File: config.mk
export PLATFORM = sky130hd
export DESIGN_NAME = instr_fetch_stage
export DESIGN_NICKNAME = d
export VERILOG_FILES = /design/src/rtl/instr_fetch_stage.sv
export SDC_FILE = /design/constraint.sdc
export NUM_CORES = 1
export LEC_CHECK = 0
export BUFFER_PORTS_ARGS = -buffer_cell sky130_fd_sc_hd__buf_2
export CAP_MARGIN = 20
export CORE_ASPECT_RATIO = 0.7
export CORE_MARGIN = 2
export CORE_UTILIZATION = 50
export CTS_CLUSTER_DIAMETER = 80
export DETAILED_ROUTE_END_ITERATION = 7
export PLACE_DENSITY = 0.92
export SLEW_MARGIN = 20
export SYNTH_ARGS = -nofsm -noshare
export SYNTH_HDL_FRONTEND = slang
export SYNTH_SLANG_ARGS = --single-unit
File: constraint.sdc
create_clock -name clk -period 2.4 [get_ports clk]
set_input_delay 0.48 -clock clk [delete_from_list [all_inputs] [get_ports clk]]
set_output_delay 0.48 -clock clk [all_outputs]
set_load 0.03 [all_outputs]
File: src/rtl/instr_fetch_stage.sv
// rtl/instr_fetch_stage.sv - Instruction fetch: PC, single-outstanding imem read, valid/ready output register
// Define HALT_DETECT_EN to stop fetching after a HALT_OPCODE word is loaded.
module instr_fetch_stage #(
    parameter int unsigned       ADDR_W      = 8,
    parameter int unsigned       DATA_W      = 16,
    parameter logic [ADDR_W-1:0] RESET_PC    = '0,
    parameter logic [3:0]        HALT_OPCODE = 4'hF
) (
    input  logic              clk,
    input  logic              rst_n,
    output logic              imem_req,
    output logic [ADDR_W-1:0] imem_addr,
    input  logic              imem_ack,
    input  logic [DATA_W-1:0] imem_rdata,
    input  logic              redirect_valid,
    input  logic [ADDR_W-1:0] redirect_pc,
    output logic              out_valid,
    input  logic              out_ready,
    output logic [DATA_W-1:0] out_instr,
    output logic [ADDR_W-1:0] out_pc,
    output logic              halted
);

`ifdef HALT_DETECT_EN
    typedef enum logic [1:0] {S_FETCH, S_FULL, S_HALT} state_t;
`else
    typedef enum logic [1:0] {S_FETCH, S_FULL} state_t;
`endif

    state_t            r_state;
    logic [ADDR_W-1:0] r_pc;
    logic              r_out_valid;
    logic [DATA_W-1:0] r_out_instr;
    logic [ADDR_W-1:0] r_out_pc;
    logic              w_room;
    logic              w_req;
    logic              w_load;

    assign w_room = !r_out_valid || out_ready;

    // The request is gated by rst_n so a reset drops it in the same instant.
    always_comb begin
        w_req = 1'b0;
        case (r_state)
            S_FETCH: w_req = w_room;
            S_FULL:  w_req = out_ready;
            default: w_req = 1'b0;
        endcase
        if (!rst_n) begin
            w_req = 1'b0;
        end
    end

    assign w_load    = w_req && imem_ack && !redirect_valid;
    assign imem_req  = w_req;
    assign imem_addr = r_pc;
    assign out_valid = r_out_valid;
    assign out_instr = r_out_instr;
    assign out_pc    = r_out_pc;

`ifdef HALT_DETECT_EN
    logic r_halted;
    logic w_is_halt;
    assign w_is_halt = (imem_rdata[DATA_W-1 -: 4] == HALT_OPCODE);
    assign halted    = r_halted;
`else
    assign halted = 1'b0;
`endif

    always_ff @(posedge clk or negedge rst_n) begin
        if (!rst_n) begin
            r_state     <= S_FETCH;
            r_pc        <= RESET_PC;
            r_out_valid <= 1'b0;
            r_out_instr <= '0;
            r_out_pc    <= '0;
`ifdef HALT_DETECT_EN
            r_halted    <= 1'b0;
`endif
        end else if (redirect_valid) begin
            r_state     <= S_FETCH;
            r_pc        <= redirect_pc;
            r_out_valid <= 1'b0;
`ifdef HALT_DETECT_EN
            r_halted    <= 1'b0;
`endif
        end else if (w_load) begin
            r_out_instr <= imem_rdata;
            r_out_pc    <= r_pc;
            r_out_valid <= 1'b1;
`ifdef HALT_DETECT_EN
            if (w_is_halt) begin
                r_state  <= S_HALT;
                r_halted <= 1'b1;
            end else begin
                r_state <= S_FETCH;
                r_pc    <= r_pc + 1'b1;
            end
`else
            r_state <= S_FETCH;
            r_pc    <= r_pc + 1'b1;
`endif
        end else begin
            if (r_out_valid && out_ready) begin
                r_out_valid <= 1'b0;
            end
            case (r_state)
                S_FETCH: if (r_out_valid && !out_ready) r_state <= S_FULL;
                S_FULL:  if (out_ready) r_state <= S_FETCH;
                default: ;
            endcase
        end
    end

endmodule

==> impl_metrics.ini, run 1 <==
[yosys]
synth_top_family_by_area = multiplexers
ys.warnings.count = 0
synth_seq_cells = 34
yosysMostFrequentCell = dfrtp_1
synth_area_leaders = dfrtp_1 (56%), mux2_2 (17%), buf_6 (2.2%), a31oi_1 (1.7%), o21ai_0 (1.7%)
synth_edf_count = 0
synth_common_cells = dfrtp_1 (34), mux2_2 (23), nor2_1 (6), o21ai_0 (5)
synth_compound_area_share_pct = 9.05
ys_seq_area_share_pct = 56.4
synthCells = 115
synthFlopType = dfrtp_1
syn_area_per_cell_um2 = 13.1
post_synth_num_cell_types = 36
synth_area_um2 = 1510
synth_top_area_share_pct = 56.4
synth-adder-area-share_pct = 0.830
synthXorXnorAreaFrac_pct = 0.581
synth.area.mux_share_pct = 18.6
yosys.area_share.simple_pct = 10.7
synth_top_cell_by_area = dfrtp_1
async_reset_ff_share_pct = 100
synth_nets = 145

[drt]
drc = 0
drt_wl_total_um = 3210
dr.first_iter.drc_count = 56
wire_per_inst_um = 14.6
via_count = 1183
viasPerCell = 5.40
ant_nets = 0
dr.pass1.iters = 4

[power]
p_int_mw = 1.10
vdd_ir_drop_max_v = 0.000584
p_per_area_nw_per_um2 = 885
swShare_pct = 35.5
pwr-share-seq_pct = 43.9
p_total_mw = 1.71
power.switching_mw = 0.607
power.share.clock_pct = 24.7
pwr-share-comb_pct = 31.4
leakagePower_nw = 0.902

[floorplanning]
fp.coreArea_um2 = 2840
rows = 16
io_pins = 64
dieArea_um2 = 3480
fp.dieH_um = 49.9
start_util_pct = 53.0
dieWidth_um = 69.6

[cts]
htree_levels = 2
clk_latency_ns = 0.28
clockBufferDepth = 2
clock_sinks = 34
cts_resized = 0
cts_root_buffer = clkbuf_8
cts_tree = yes
cts_setup_buffers = 0
holdBufCountCts = 0
numCtsBuffers = 5
clkSlewWorstSetupHoldPaths_ns = 0.06

[global_routing]
grt_max_degree = 25
track_usage_pct = 20.5
grt_pass1_vias = 1213
grt_remaining_overflow = 0
antenna_found_initial = 0
grt_pass1_wl_um = 5500

[worst_setup_path]
r2r-end = out_pc[0]$_DFFE_PN0P_
critical_path.max_fanout = 4
r2r_slack_ns = 0.70
ff2ff_path_depth = 4
end_kind = output pin
crit-reg2reg-launch = out_valid$_DFFE_PN0P_
required_ns = 1.92
start_kind = flip-flop
cp.arrival_ns = 1.34
critPathKind = flip-flop to output pin

[layout]
final_util_pct = 67.9
nets = 212
stdcell_count = 219
multiInputGateArea_um2 = 603
register_area_um2 = 851
synthToLayoutAreaGrowth_pct = 28.0
antenna-diode-count = 0
n_fill_cell = 222
drive_above_1_share_pct = 53.0

[sta]
whs_ns = 0.0290
hold_viol = 0
fin_crit_ns = 1.82
setup-violations-final = 0
max_freq_mhz = 548
fin_setup_tns_ns = 0
finalMaxSlewViolations = 0
rsz0062_at_grt = false
skew_ns = 0.00972
finalCritPeriodShare_pct = 76.0

[placed_design]
dpl.hpwl_um = 2460
place.gp.congestion = 0.932
portBuffers = 62
placedCellCount = 211

[job]
cap_violations = 0

[run_status]
status = completed

[worst_hold_path]
min_path_type = input port to async pin
[cell families after synthesis]
family	count (synthesis)
mux	25
other cells	1
simple gates	27
fa+ha+maj	1
flops	34
compound gates	19
xor+xnor	1
buf+inv	7
[worst max path at each step]
stage | from | end | cells past startpoint
after global placement | out_ready | out_instr[2]$_DFFE_PN0P_ | 5
after floorplan | out_valid$_DFFE_PN0P_ | out_instr[1]$_DFFE_PN0P_ | 4
after detailed placement | out_ready | out_pc[6]$_DFFE_PN0P_ | 5
after global routing | out_valid$_DFFE_PN0P_ | imem_req | 3
final | out_valid$_DFFE_PN0P_ | imem_req | 3
after CTS | out_valid$_DFFE_PN0P_ | imem_req | 3
[state kept, by name, summed over array words and instances (netlist names)]
name	cells
out_pc	8
out_instr	16
r_state	1
imem_addr	8
out_valid	1
[per-layer routing]
layer  global-route usage, %  vias up  wire (um)
li1                        -      557          -
met1                    23.2      565       1320
met2                    36.7       56       1610
met3                    6.34        5        236
met4                    7.69        0         37
met5                       0        -          0
[worst max-delay path, cell delays in order, from the launching register on]
cell and delay (ns):
dfrtp_1 0.42, o21bai_1 0.29, and2_1 0.17, buf_2 0.19
[power groups by stage]
stage	clock, mW	sequential (mW)	combinational [mW]
2_1_floorplan	0	0.974	0.146
3_3_place_gp	0	0.752	0.529
3_5_place_dp	0	0.762	0.541
4_1_cts	0.434	0.752	0.542
5_1_grt	0.457	0.768	0.570
6_report	0.422	0.750	0.537
[stage by stage]
| step | area, um2 | setup slack [ns] |
|---|---|---|
| after floorplan | 1510 | 0.710 |
| after global placement | 1840 | 0.684 |
| after detailed placement | 1840 | 0.610 |
| after CTS | 1930 | 0.567 |
| after global routing | 1930 | 0.506 |
| final | 1930 | 0.577 |
[area by class of cell]
type | instances | area share [%]
Sequential cell | 34 | 44.1
Multi-Input combinational cell | 74 | 31.2
Timing Repair Buffer | 65 | 17.2
Clock buffer | 7 | 4.47
Tap cell | 36 | 2.33
Inverter | 2 | 0.389
Clock inverter | 1 | 0.259
[cells in the final DEF (no fill, tap or decap), drive strengths merged, types with 2 or more instances in the layout]
cell	synthesis	layout
dfrtp	34	34
mux2	24	24
nor2b	2	2
clkinv	1	2
a31oi	4	4
o21ai	5	5
o31ai	3	3
nand2	2	2
clkbuf	0	7
or4	3	3
nor3	2	2
buf	5	65
nand3	4	4
nor2	6	6
nand4	2	2
Power figures use the tool's default switching activity.
==> inputs of run 2 (changes only) <==
CORE_UTILIZATION = 47   (was 50)
PLACE_DENSITY = 0.88   (was 0.92)
clock period = 1.72 ns   (was 2.4 ns; I/O delays follow)
==> impl_metrics.ini, run 2 (synthesis results as in run 1) <==
[cts]
numCtsBuffers = 5
holdBufCountCts = 0
cts_tree = yes
clk_latency_ns = 0.28
htree_levels = 2
cts_setup_buffers = 0
clkSlewWorstSetupHoldPaths_ns = 0.07
cts_root_buffer = clkbuf_8
clockBufferDepth = 2
clock_sinks = 34
cts_resized = 0

[worst_setup_path]
r2r_slack_ns = 0.12
cp_cell_sequence = o21bai_2, and2_1, buf_2
start_kind = flip-flop
critical_path.max_fanout = 4
cp.arrival_ns = 1.26
required_ns = 1.38
end_kind = output pin
critPathKind = flip-flop to output pin
critPathSlowestCell = dfrtp_1
cp_slowest_stage_delay_ns = 0.42

[drt]
drc = 0
via_count = 1177
dr.pass1.iters = 4
dr.first_iter.drc_count = 65
drt_wl_total_um = 3020
wire_per_inst_um = 13.6
viasPerCell = 5.30
ant_nets = 0

[floorplanning]
dieArea_um2 = 3680
fp.coreArea_um2 = 3110
fp.dieH_um = 51.4
rows = 17
io_pins = 64
start_util_pct = 48.5
dieWidth_um = 71.7

[sta]
finalMaxSlewViolations = 0
hold_viol = 0
worst_slack_ns = 0.111
setup-violations-final = 0
finalCritPeriodShare_pct = 93.5
skew_ns = 0.00644
max_freq_mhz = 622
rsz0062_at_grt = false
fin_crit_ns = 1.61
fin_setup_tns_ns = 0

[global_routing]
busiest_layer = met2
grt_max_degree = 26
grt_util_met2_pct = 27.6
grt_use_met3_pct = 6.31
track_usage_pct = 18.2
grt_pass1_wl_um = 4940
grt_pass1_vias = 1095
grt_util_met1_pct = 22.6
antenna_found_initial = 0
grt_remaining_overflow = 0

[layout]
nets = 213
final_cell_mix = buf_2 (62), dfrtp_1 (34), mux2_2 (23), nor2_1 (6), clkbuf_8 (6)
synthToLayoutAreaGrowth_pct = 29.8
fin_area_um2 = 1960
final_common_cell = buf_2
largest_reg_flops = 16
antenna-diode-count = 0
final_util_pct = 63.0
drive_above_1_share_pct = 53.8

[placed_design]
dpl.hpwl_um = 2220
dpl_worst_slack_ns = 0.127
dpl-instance-area_um2 = 1860
portBuffers = 62
place.gp.congestion = 0.835

[worst_hold_path]
min_path_type = input port to async pin

[run_status]
status = completed

[power]
vdd_ir_drop_max_v = 0.000694
p_total_mw = 2.38
p_per_area_nw_per_um2 = 1210
leakagePower_nw = 0.906

[job]
cap_violations = 0
## run 2: power by group
group	internal [mW]	switching, mW
combinational	0.268	0.482
clock	0.322	0.258
sequential	0.951	0.0927
## run 2: worst max-delay path: cells and delay by family (launching register included)
| family | cells | cell delay [ns] |
|---|---|---|
| DFF | 1 | 0.42 |
| buffers and inverters | 1 | 0.19 |
| and+or+nand+nor | 1 | 0.15 |
| AOI/OAI and AO/OA | 1 | 0.23 |
## run 2: per-stage QoR
stage / std cells / hold WS [ns]
floorplan: 115 / 0.0484
global placement: 214 / 0.323
detailed placement: 214 / 0.329
CTS: 222 / 0.0218
global route: 222 / 0.0370
finish: 222 / 0.0323
## run 2: area by class of cell
type / count / area, um2
Inverter: 2 / 7.51
Timing Repair Buffer: 66 / 353
Multi-Input combinational cell: 74 / 607
Clock inverter: 1 / 5.00
Tap cell: 38 / 47.5
Fill cell: 274 / 1150
Clock buffer: 7 / 86.3
Sequential cell: 34 / 851
## run 2: per-layer routing
| layer | share of wire, % | routed length, um |
|---|---|---|
| met3 | 7.6 | 231 |
| met4 | 2.9 | 88 |
| met5 | 0 | 0 |
| met2 | 46 | 1390 |
| met1 | 43 | 1310 |
## run 2: path summary, 6_finish.rpt
path / startpoint / end / cells after the start
setup / recovery: out_valid$_DFFE_PN0P_ / imem_req / 3
hold / removal: rst_n / r_state[0]$_DFFE_PN0P_ / 2
setup reg to reg: out_valid$_DFFE_PN0P_ / out_pc[0]$_DFFE_PN0P_ / 4
hold reg to reg: out_instr[0]$_DFFE_PN0P_ / out_instr[0]$_DFFE_PN0P_ / 1
max in group asynchronous: rst_n / out_instr[6]$_DFFE_PN0P_ / 2
min in group clk: imem_rdata[0] / out_instr[0]$_DFFE_PN0P_ / 2
